--- src/rtl/fifo_rd_pkg.sv ---
// Shared types and constants for the FIFO read-side stream engine.
package fifo_rd_pkg;

   typedef enum logic [1:0] {
      IDLE  = 2'd0,
      RUN   = 2'd1,
      DRAIN = 2'd2
   } fifo_rd_state_t;

   localparam int SKID_DEPTH = 2;
   localparam int STAT_W     = 32;

   // Frame counter width; a one-word frame still needs a 1-bit counter.
   function automatic int frame_cnt_width(input int frame_len);
      return (frame_len > 1) ? $clog2(frame_len) : 1;
   endfunction

endpackage

--- src/rtl/fifo_rd_skid_buf.sv ---
// Two-entry strict-FIFO skid buffer that absorbs the FIFO's one-cycle read latency.
module fifo_rd_skid_buf #(
   parameter int WIDTH = 8
) (
   input  logic             clk,
   input  logic             rst_n,
   input  logic             wr,
   input  logic [WIDTH-1:0] wr_data,
   input  logic             pop,
   output logic [WIDTH-1:0] head,
   output logic [1:0]       cnt
);

   logic [WIDTH-1:0] ent0;
   logic [WIDTH-1:0] ent1;

   // NOTE: both entries are cleared on reset because the head feeds the output data port,
   // which must read zero out of reset; with only two entries this costs nothing notable.
   always_ff @(posedge clk) begin
      if (!rst_n) begin
         ent0 <= '0;
         ent1 <= '0;
         cnt  <= 2'd0;
      end else begin
         unique case ({wr, pop})
            2'b10: begin
               if (cnt == 2'd0) ent0 <= wr_data;
               else             ent1 <= wr_data;
               cnt <= cnt + 2'd1;
            end
            2'b01: begin
               ent0 <= ent1;
               cnt  <= cnt - 2'd1;
            end
            2'b11: begin
               // Occupancy is unchanged; the incoming word lands behind whatever remains.
               if (cnt == 2'd1) begin
                  ent0 <= wr_data;
               end else begin
                  ent0 <= ent1;
                  ent1 <= wr_data;
               end
            end
            default: ;
         endcase
      end
   end

   assign head = ent0;

endmodule

--- src/rtl/fifo_rd_stream.sv ---
// Read-side drain engine: pops a 1-cycle-latency FIFO and re-presents words as a framed
// valid/ready stream. Optional FIFO_RD_STREAM_STATS_EN adds pop and stall counters.
module fifo_rd_stream
   import fifo_rd_pkg::*;
#(
   parameter int DATA_WIDTH = 8,
   parameter int FRAME_LEN  = 16
) (
   input  logic                  rd_clk,
   input  logic                  rd_rst_n,
   input  logic                  en,
   input  logic                  fifo_empty,
   input  logic [DATA_WIDTH-1:0] fifo_dout,
   output logic                  fifo_rd_en,
   output logic [DATA_WIDTH-1:0] m_data,
   output logic                  m_valid,
   input  logic                  m_ready,
   output logic                  m_last,
   output logic                  busy
`ifdef FIFO_RD_STREAM_STATS_EN
   ,
   output logic [STAT_W-1:0]     stat_words,
   output logic [STAT_W-1:0]     stat_stall
`endif
);

   localparam int              FC_W    = frame_cnt_width(FRAME_LEN);
   localparam logic [FC_W-1:0] FC_LAST = FC_W'(FRAME_LEN - 1);

   fifo_rd_state_t  state;
   logic            pend;
   logic [FC_W-1:0] frame_cnt;
   logic [1:0]      cnt;
   logic            pop;
   logic [2:0]      occ;

   assign m_valid = (cnt != 2'd0);
   assign pop     = m_valid & m_ready;
   // Occupancy the buffer will have once the in-flight word lands and this cycle's pop leaves.
   assign occ     = {1'b0, cnt} + {2'b00, pend} - {2'b00, pop};

   // Combinational from m_ready so a pop this cycle frees room for a read this cycle,
   // which is what keeps the stream at one word per cycle.
   assign fifo_rd_en = rd_rst_n & (state == RUN) & ~fifo_empty & (occ < 3'(SKID_DEPTH));

   assign m_last = m_valid & (frame_cnt == FC_LAST);
   assign busy   = (state != IDLE);

   fifo_rd_skid_buf #(
      .WIDTH (DATA_WIDTH)
   ) u_skid (
      .clk     (rd_clk),
      .rst_n   (rd_rst_n),
      .wr      (pend),
      .wr_data (fifo_dout),
      .pop     (pop),
      .head    (m_data),
      .cnt     (cnt)
   );

   // NOTE: sequential state uses non-blocking assignments so every register samples
   // pre-edge values and the block's statement order cannot change its meaning.
   always_ff @(posedge rd_clk) begin
      if (!rd_rst_n) begin
         state     <= IDLE;
         pend      <= 1'b0;
         frame_cnt <= '0;
      end else begin
         pend <= fifo_rd_en;
         if (pop) frame_cnt <= (frame_cnt == FC_LAST) ? '0 : frame_cnt + 1'b1;
         unique case (state)
            IDLE:  if (en) state <= RUN;
            RUN:   if (!en) state <= DRAIN;
            DRAIN: begin
               if (en)
                  state <= RUN;
               else if (!pend && (cnt == 2'd0 || (cnt == 2'd1 && pop)))
                  state <= IDLE;
            end
            default: state <= IDLE;
         endcase
      end
   end

`ifdef FIFO_RD_STREAM_STATS_EN
   always_ff @(posedge rd_clk) begin
      if (!rd_rst_n) begin
         stat_words <= '0;
         stat_stall <= '0;
      end else begin
         if (pop && stat_words != '1) stat_words <= stat_words + 1'b1;
         if (m_valid && !m_ready && stat_stall != '1) stat_stall <= stat_stall + 1'b1;
      end
   end
`endif

endmodule
--- config.mk ---
export PLATFORM = sky130hd
export DESIGN_NAME = fifo_rd_stream
export DESIGN_NICKNAME = d
export VERILOG_FILES = /design/src/rtl/fifo_rd_pkg.sv /design/src/rtl/fifo_rd_skid_buf.sv /design/src/rtl/fifo_rd_stream.sv
export SDC_FILE = /design/constraint.sdc
export NUM_CORES = 1
export LEC_CHECK = 0
export BUFFER_PORTS_ARGS = -buffer_cell sky130_fd_sc_hd__clkbuf_2
export CORE_ASPECT_RATIO = 0.8
export CORE_MARGIN = 4
export CORE_UTILIZATION = 47
export CTS_CLUSTER_DIAMETER = 40
export CTS_CLUSTER_SIZE = 8
export DETAILED_ROUTE_END_ITERATION = 12
export GPL_TIMING_DRIVEN = 0
export PLACE_DENSITY = 0.73
export SYNTH_ARGS = -nofsm -noshare
export SYNTH_HDL_FRONTEND = slang
export SYNTH_SLANG_ARGS = --single-unit
--- constraint.sdc ---
create_clock -name rd_clk -period 2 [get_ports rd_clk]
set_input_delay 0.3 -clock rd_clk [delete_from_list [all_inputs] [get_ports rd_clk]]
set_output_delay 0.3 -clock rd_clk [all_outputs]
set_load 0.05 [all_outputs]
==> results by group, run 1 <==
CTS
  • CTS tree: yes
  • Worst skew pair latency: 0.32 ns
  • Htree depth: 1
  • Sinks on Clock Net: 25
  • Worst-path clk slew: 0.14 ns
  • CTS Buf Count: 3
  • Hold-fix buffers, CTS: 0
  • Clock Path Buffers: 2
  • Clk root buf: clkbuf_4

Global routing
  • Met1 Track Usage GR: 0.197
  • First-pass GRT wire length: 4370 µm
  • GRT busiest layer: met2
  • GRT Residual Overflow: 0
  • Largest net degree at the start of global routing: 14
  • All-Layer GR Usage: 0.164
  • Met2 global-route usage: 0.295
  • Vias in the first global route: 1015
  • Met3 GRT Util: 0.0403
  • Initial antenna violation count: 0

Critical path
  • Slowest cell on the critical path: fa_1
  • Kind of launch point of the worst setup path: register
  • CP max stage delay: 0.51 ns
  • R2r worst-path depth: 8
  • CP Data Required Time: 1.70 ns
  • Crit path kind: register to output pin
  • Reg2reg start: u_skid.cnt[1]
  • Worst setup EP type: output pin
  • R2R setup slack: 0.16 ns
  • Critical Path Fanout Max: 5
  • Crit path cell chain: inv_4, ha_4, and2b_2, xnor2_1, nand2_1, fa_1, nand3_2, nor2_4, buf_8
  • Crit path DAT: 2.27 ns
  • RR Endpoint: pend

Die
  • Die width: 64.2 µm
  • Initial Utilization: 0.491
  • Die area: 0.00340 mm²
  • Rows: 16
  • # IOs: 25
  • Die H: 53.0 µm
  • Core area: 0.00242 mm²

Yosys
  • Mapped cell area: 0.00119 mm²
  • Synth Area in Simple Gates: 0.227
  • Top_reg_cell synth: dfxtp_1
  • Post-Synth XOR/XNOR Area: 0.0368
  • #FFs+latches synth: 25
  • Count of flip-flops with a built-in enable after synthesis: 0
  • Compound-gate portion of the synthesized area: 0.151
  • Mux contribution to synthesized area: 0.0758
  • Mapped Cells: 137
  • Most common library cells after synthesis: nand2_1, dfxtp_1, mux2i_1, nor2b_1, o21ai_0
  • YS warnings: 0
  • FFs w/ async S/R, synth: 0
  • Most frequent cell after synthesis: nand2_1
  • Top cell type's share of synthesized area: 0.421
  • Syn Nets: 155
  • Synth area leader: dfxtp_1
  • Post-synthesis adder-cell area fraction: 0.0589
  • Synth area leaders: dfxtp_1, nand2_1, mux2i_1, nor2b_1, a31oi_1
  • Post-synthesis sequential area ratio: 0.421
  • Post-synthesis cell type count: 30
  • Avg Inst Size Synth: 8.68 µm²
  • Main combinational cell family by area after synthesis: simple AND/OR/NAND/NOR gates

Flow run
  • Maxcap violations: 0

Timing
  • Tmin final: 2.57 ns
  • Max Fclk: 390 MHz
  • Unrepaired setup endpoints after global routing: yes
  • Final hold vios: 0
  • Final Max Slew Viols: 0
  • Slew HR: 0.538
  • Final Worst Setup Slack: -0.567 ns
  • Crit share post-route: 1.28
  • Final hold slack: 0.153 ns
  • Clk_skew: 0.00762 ns
  • Slew @ Worst Pin: 0.693 ns
  • Final setup violation count: 1

Detailed routing
  • ANT nets after route: 0
  • Via Count: 1029
  • Routed wire per std cell: 12.2 µm
  • WL final: 2500 µm
  • Via-to-Cell Ratio: 5.04
  • Router iterations before antenna repair: 4
  • Starting DRC count in detailed routing: 38
  • Residual DRC count: 0

Power
  • Leakage power: 0.000576 µW
  • Internal: 1080 µW
  • Peak VDD IR: 0.000834 V
  • Logic pwr share: 0.567
  • Switching share of power: 0.489
  • NetSw: 1030 µW
  • Sequential Power Share: 0.325
  • Clock power share: 0.108
  • PD cells: 1450 mW/mm²

Placement
  • Post-DP HPWL: 1840 µm
  • RD Place Congestion: 0.707
  • Place WS: -0.359 ns
  • Port Buffers: 24

Worst hold path
  • Hold path start: en
  • Hold Path Sink: state[1]
  • Hold Crit Class: input port to register
  • WHS Path Cells: 2

Outcome
  • Violated checks: negative setup slack
  • Outcome: finished, violations left

Finish
  • Number of diodes: 0
  • Nets@finish: 187
  • Final core utilization: 0.600
  • Layout cells sized above 1: 0.256
  • Synthesis-to-finish area growth: 22.3%
[flip-flops by register name, indices dropped and copies added, names as in the netlist]
name,count
state,2
u_skid.ent1,8
u_skid.head,8
frame_cnt,4
pend,1
u_skid.cnt,2
[metrics by stage]
stage	cells	area (µm²)	setup TNS (ns)	total power [µW]
CTS	204	1450	-0.601	2100
detailed placement	197	1390	-0.359	1830
finish	204	1450	-0.567	2110
floorplan	137	1220	-0.190	1580
global route	204	1450	-0.673	2260
global placement	197	1390	-0.361	1810
[cell type report]
cell class	instances	area, µm²
buffer	4	20.0
clock buffer	4	26.3
sequential	25	505
inverter	4	17.5
tap	36	45.0
fill	213	968
timing repair buffer	27	153
multi-input combinational	104	687
[cell families (layout without fill, tap and decap cells)]
family / after synthesis / count (layout)
xor+xnor: 5 / 5
fa+ha+maj: 5 / 5
compound gates: 28 / 28
buf+inv: 8 / 39
mux: 9 / 9
simple gates: 57 / 57
flops: 25 / 25
[critical path, delay by kind of cell (launching register included)]
family                   cells  cell delay [ns]
adder cells (fa/ha/maj)      2             0.66
buffers and inverters        2             0.22
flip-flops                   1             0.38
XOR/XNOR                     1             0.13
AND/OR/NAND/NOR              4             0.55
[power by group through the flow]
| stage | Sequential (µW) | Clock [µW] | Combinational, µW |
|---|---|---|---|
| after floorplan | 947 | 0 | 631 |
| after global placement | 708 | 0 | 1100 |
| after detailed placement | 713 | 0 | 1110 |
| after CTS | 686 | 230 | 1190 |
| after global routing | 698 | 247 | 1320 |
| final | 686 | 227 | 1200 |
[per-layer routing]
layer | up-vias | share of wire
met5 | - | 0
met4 | 0 | 0.0088
met3 | 4 | 0.029
met2 | 13 | 0.49
met1 | 480 | 0.47
li1 | 532 | -
[how the worst max path moves through the flow]
stage                             start    endpoint  cells past startpoint
after CTS                 u_skid.cnt[1]  fifo_rd_en                      9
after floorplan           u_skid.cnt[1]  fifo_rd_en                      8
after global routing      u_skid.cnt[1]  fifo_rd_en                      9
after detailed placement  u_skid.cnt[1]  fifo_rd_en                      9
final                     u_skid.cnt[1]  fifo_rd_en                      9
after global placement    u_skid.cnt[1]  fifo_rd_en                      9
[timing repair]
action	in CTS	in global routing
buffers inserted	3	0
resized for setup	2	2
endpoints found under the setup margin	1	3
cloned	0	0
[cell usage in the layout (no fill, tap or decap), types with 2 or more instances in the layout]
master | synthesis | final
clkbuf_2 | 0 | 23
ha_1 | 4 | 3
a21oi_1 | 5 | 5
buf_4 | 1 | 4
a31oi_1 | 8 | 8
inv_1 | 4 | 2
nor2b_1 | 9 | 9
clkbuf_4 | 0 | 3
clkbuf_1 | 2 | 3
o21ai_0 | 9 | 9
nor2_1 | 5 | 4
nand2_1 | 29 | 29
xnor2_1 | 4 | 4
nand2b_1 | 2 | 2
nand3_1 | 4 | 3
dfxtp_1 | 25 | 23
mux2i_1 | 9 | 9
and2_1 | 2 | 2
a21boi_0 | 2 | 2
Note: power is estimated with default switching activity, not from simulation.
==> inputs of run 2 (changes only) <==
- CAP_MARGIN: default -> 20
- RECOVER_POWER: default -> 50
- SETUP_SLACK_MARGIN: default -> 0.3
==> results by group, run 2 (synthesis results as in run 1) <==
Global routing
  • Vias in the first global route: 1021 (+0.59%)
  • Largest net degree at the start of global routing: 15 (+1)
  • GRT Residual Overflow: 0 (unchanged)
  • All-Layer GR Usage: 0.179 (+0.0147)
  • First-pass GRT wire length: 4610 µm (+5.5%)
  • Initial antenna violation count: 0 (unchanged)

Worst hold path
  • Hold path start: en
  • Hold Crit Class: input port to register

Flow run
  • Maxcap violations: 0 (unchanged)

Detailed routing
  • Via-to-Cell Ratio: 5.01 (-0.68%)
  • WL final: 2750 µm (+10%)
  • Starting DRC count in detailed routing: 28 (-26%)
  • Router iterations before antenna repair: 4 (unchanged)
  • ANT nets after route: 0 (unchanged)
  • Routed wire per std cell: 13.1 µm (+7.4%)
  • Residual DRC count: 0 (unchanged)
  • Via Count: 1047 (+1.7%)

Finish
  • Most common cell after layout, fill and taps aside: nand2_1
  • Fill cells: 222 (+4.2%)
  • Final core utilization: 0.629 (+0.0289)
  • Non-filler instance count after layout: 209 (+2.5%)
  • Number of diodes: 0 (unchanged)
  • Synthesis-to-finish area growth: 28.2%
  • Most frequent cells in the layout: nand2_1, dfxtp_1, clkbuf_2
  • Nets@finish: 192 (+2.7%)
  • Layout cells sized above 1: 0.277 (+0.0215)

Timing
  • Final Worst Setup Slack: -0.553 ns (+0.0141 ns)
  • Clk_skew: 0.00258 ns (-0.00504 ns)
  • Final Max Slew Viols: 0 (unchanged)
  • Slew @ Worst Pin: 0.703 ns (+0.0101 ns)
  • Max Fclk: 392 MHz (+0.55%)
  • Crit share post-route: 1.28 (-0.00707)
  • Final hold slack: 0.150 ns (-0.00327 ns)
  • Unrepaired setup endpoints after global routing: yes
  • Tmin final: 2.55 ns (-0.0141 ns)
  • Slew HR: 0.531 (-0.00672)
  • Final setup violation count: 1 (unchanged)
  • Final hold vios: 0 (unchanged)

Critical path
  • Critical Path Fanout Max: 3 (-2)
  • Crit path from: u_skid.cnt[1]
  • Worst setup EP type: output pin
  • Crit path DAT: 2.25 ns (-0.02 ns)
  • Kind of launch point of the worst setup path: register
  • Crit path kind: register to output pin
  • CP Data Required Time: 1.70 ns (about the same)
  • R2R setup slack: 0.20 ns (+0.04 ns)
  • Reg2reg start: u_skid.cnt[1]

Power
  • PD cells: 1460 mW/mm² (+0.47%)
  • Clock power share: 0.102 (-0.006)
  • Switching share of power: 0.492 (+0.00272)
  • Internal: 1130 µW (+4.8%)
  • Peak VDD IR: 0.000686 V (-18%)
  • Sequential Power Share: 0.311 (-0.014)
  • Leakage power: 0.000581 µW (+0.92%)
  • NetSw: 1090 µW (+5.9%)
  • Logic pwr share: 0.587 (+0.020)

Die
  • Rows: 16 (unchanged)
  • Die H: 53.0 µm (unchanged)
  • Initial Utilization: 0.491 (unchanged)
  • Die width: 64.2 µm (unchanged)
  • # IOs: 25 (unchanged)
  • Die area: 0.00340 mm² (unchanged)
  • Core area: 0.00242 mm² (unchanged)

CTS
  • Worst skew pair latency: 0.32 ns (about the same)
  • Clock Path Buffers: 2 (unchanged)
  • Clk root buf: clkbuf_4
  • Htree depth: 1 (unchanged)
  • Hold-fix buffers, CTS: 0 (unchanged)
  • Sinks on Clock Net: 25 (unchanged)
  • Worst-path clk slew: 0.14 ns (about the same)
  • CTS Buf Count: 3 (unchanged)
  • CTS tree: yes

Outcome
  • Violated checks: negative setup slack
  • Outcome: finished, violations left

Placement
  • Port Buffers: 24 (unchanged)
  • Placed cells: 197 (unchanged)
  • RD Place Congestion: 0.776 (+9.8%)
  • Post-DP HPWL: 1910 µm (+3.9%)
  • Place WS: -0.361 ns (-0.00155 ns)
-- run 2: cell count changes in the layout (fill, tap and decap cells not counted), moves of 2 or more --
cell,delta
clkbuf_2,-11
clkbuf_1,+8
buf_4,+5
dfxtp_1,-2
-- run 2: power groups by stage --
stage | clock network [µW] | logic, µW | registers (µW)
CTS | 234 | 1260 | 688
global placement | 0 | 1100 | 708
detailed placement | 0 | 1120 | 715
global route | 259 | 1430 | 702
finish | 227 | 1310 | 690
floorplan | 0 | 631 | 947
-- run 2: path summary, 6_finish.rpt --
path | end | depth (start not counted)
min | state[1] | 2
max | fifo_rd_en | 9
max reg2reg | pend | 8
min reg2reg | u_skid.head[2] | 2
-- run 2: critical path, stage by stage (launching register included) --
cell and delay, ns:
dfxtp_4 0.37, inv_4 0.07, ha_4 0.13, and2b_2 0.24, xnor2_2 0.12, nand2_1 0.08, fa_2 0.56, nand3_4 0.09
nor2_4 0.13, buf_8 0.15
-- run 2: per-stage QoR --
| step | setup TNS (ns) | power [µW] | cell area [µm²] |
|---|---|---|---|
| finish | -0.553 | 2220 | 1520 |
| global route | -0.666 | 2390 | 1520 |
| CTS | -0.581 | 2180 | 1500 |
| detailed placement | -0.361 | 1830 | 1390 |
| global placement | -0.359 | 1800 | 1390 |
| floorplan | -0.190 | 1580 | 1220 |
-- run 2: final cells by class --
class / instances / area, µm² / area share
Timing Repair Buffer: 32 / 185 / 0.122
Sequential cell: 25 / 510 / 0.335
Tap cell: 36 / 45.0 / 0.0296
Multi-Input combinational cell: 104 / 718 / 0.471
Inverter: 4 / 17.5 / 0.0115
Buffer: 4 / 20.0 / 0.0131
Clock inverter: 1 / 5.00 / 0.00328
Clock buffer: 3 / 22.5 / 0.0148
-- run 2: routing by layer --
metal | track usage | vias up | routed length (µm)
met1 | 0.211 | 478 | 1240
met3 | 0.0446 | 6 | 98
li1 | - | 540 | -
met5 | 0 | - | 0
met4 | 0.0526 | 0 | 51
met2 | 0.322 | 23 | 1360
-- run 2: what timing repair did --
action,in CTS,in global routing
pin swaps,3,0
endpoints found under the hold margin,0,0
resized for setup,6,12
setup buffers,8,0
setup endpoints to repair,20,12
==> inputs of run 3 (changes only) <==
- SKIP_CTS_REPAIR_TIMING: default -> 1
==> results by group, run 3 (synthesis results as in run 1) <==
CTS
  • Worst-path clk slew: 0.13 ns (about the same)
  • CTS Buf Count: 3 (unchanged)
  • Htree depth: 1 (unchanged)
  • Clock Path Buffers: 2 (unchanged)
  • Sinks on Clock Net: 25 (unchanged)
  • Clk root buf: clkbuf_4
  • CTS tree: yes
  • Worst skew pair latency: 0.32 ns (about the same)

Critical path
  • Kind of launch point of the worst setup path: register
  • CP Data Required Time: 1.70 ns (about the same)
  • Crit path kind: register to output pin
  • Worst setup EP type: output pin
  • Critical Path Fanout Max: 4 (+1)
  • Crit path DAT: 2.28 ns (+0.03 ns)

Die
  • Rows: 16 (unchanged)
  • Die width: 64.2 µm (unchanged)
  • Die H: 53.0 µm (unchanged)
  • # IOs: 25 (unchanged)
  • Core area: 0.00242 mm² (unchanged)
  • Die area: 0.00340 mm² (unchanged)
  • Initial Utilization: 0.491 (unchanged)

Timing
  • Unrepaired setup endpoints after global routing: yes
  • Final setup violation count: 1 (unchanged)
  • Slew @ Worst Pin: 0.600 ns (-0.103 ns)
  • Slew HR: 0.602 (+0.0704)
  • Crit share post-route: 1.29 (+0.0144)
  • Final Max Slew Viols: 0 (unchanged)
  • Final hold slack: 0.144 ns (-0.00617 ns)
  • Final hold vios: 0 (unchanged)
  • Final Worst Setup Slack: -0.582 ns (-0.0287 ns)
  • Tmin final: 2.58 ns (+0.0287 ns)
  • Clk_skew: 0.00299 ns (+0.000413 ns)
  • Max Fclk: 387 MHz (-1.1%)

Outcome
  • Outcome: finished, violations left
  • Violated checks: negative setup slack

Detailed routing
  • Via Count: 1043 (-0.38%)
  • WL final: 2690 µm (-2.0%)
  • ANT nets after route: 0 (unchanged)
  • Residual DRC count: 0 (unchanged)
  • Starting DRC count in detailed routing: 26 (-7.1%)
  • Routed wire per std cell: 12.9 µm (-2.0%)
  • Via-to-Cell Ratio: 4.99 (-0.38%)
  • Router iterations before antenna repair: 4 (unchanged)

Worst hold path
  • Hold Crit Class: input port to register

Placement
  • Placed instance area: 0.00139 mm² (unchanged)
  • Post-DP HPWL: 1910 µm (unchanged)
  • Port Buffers: 24 (unchanged)
  • RD Place Congestion: 0.776 (unchanged)

Finish
  • Fill cells: 227 (+2.3%)
  • Nets@finish: 192 (unchanged)
  • Most frequent cells in the layout: nand2_1, dfxtp_1, clkbuf_2
  • Most common cell after layout, fill and taps aside: nand2_1
  • Number of diodes: 0 (unchanged)
  • Synthesis-to-finish area growth: 28.6%
  • Final Cell Area: 0.00153 mm² (+0.33%)
  • Layout cells sized above 1: 0.277 (unchanged)

Global routing
  • Initial antenna violation count: 0 (unchanged)
  • First-pass GRT wire length: 4420 µm (-4.2%)
  • All-Layer GR Usage: 0.172 (-0.00699)
  • Vias in the first global route: 978 (-4.2%)
  • Largest net degree at the start of global routing: 15 (unchanged)
  • GRT Residual Overflow: 0 (unchanged)

Flow run
  • Maxcap violations: 0 (unchanged)

Power
  • Peak VDD IR: 0.000682 V (-0.56%)
  • Leakage power: 0.000581 µW (about the same)
  • Total Power: 2250 µW (+1.3%)
  • PD cells: 1470 mW/mm² (+0.95%)
[run 3: final timing paths]
path / from / to / slack (ns) / cells past startpoint
max reg2reg: u_skid.cnt[0] / pend / 0.14 / 8
min: en / state[1] / 0.14 / 2
max: u_skid.cnt[0] / fifo_rd_en / -0.58 / 9
min reg2reg: u_skid.ent1[2] / u_skid.head[2] / 0.48 / 2
[run 3: cell type report]
type / instances / area (µm²) / area share
Tap cell: 36 / 45.0 / 0.0295
Inverter: 4 / 20.0 / 0.0131
Sequential cell: 25 / 513 / 0.336
Timing Repair Buffer: 32 / 185 / 0.121
Multi-Input combinational cell: 104 / 716 / 0.468
Buffer: 4 / 22.5 / 0.0147
Clock inverter: 1 / 5.00 / 0.00327
Clock buffer: 3 / 22.5 / 0.0147
[run 3: worst max-delay path, stage by stage, from the launching register on]
cell and delay, ns:
dfxtp_4 0.40, inv_4 0.05, ha_4 0.15, and2b_2 0.26, xnor2_2 0.11, nand2_1 0.08
fa_2 0.56, nand3_4 0.09, nor2_4 0.10, buf_8 0.15
[run 3: through the flow]
stage | setup TNS (ns) | cells | utilization | worst slack [ns]
5_1_grt | -0.673 | 209 | 0.631 | -0.673
4_1_cts | -0.756 | 201 | 0.584 | -0.756
6_report | -0.582 | 209 | 0.631 | -0.582
2_1_floorplan | -0.190 | 137 | - | -0.190
3_3_place_gp | -0.359 | 197 | 0.573 | -0.359
3_5_place_dp | -0.361 | 197 | 0.573 | -0.361
[run 3: layer usage]
| layer | share of wire | up-vias | wire, µm | global-route usage |
|---|---|---|---|---|
| met5 | 0 | - | 0 | 0 |
| met3 | 0.041 | 2 | 109 | 0.0446 |
| met2 | 0.50 | 18 | 1340 | 0.324 |
| met4 | 0.0037 | 0 | 10 | 0.0316 |
| met1 | 0.46 | 480 | 1240 | 0.198 |
| li1 | - | 543 | - | - |
[run 3: power breakdown]
group          switching [µW]  leakage [µW]  internal, µW  total [µW]
clock network             151     0.0000177          75.0         226
logic                     862      0.000358           457        1320
registers                80.5      0.000206           625         706
total                    1090      0.000581          1160        2250
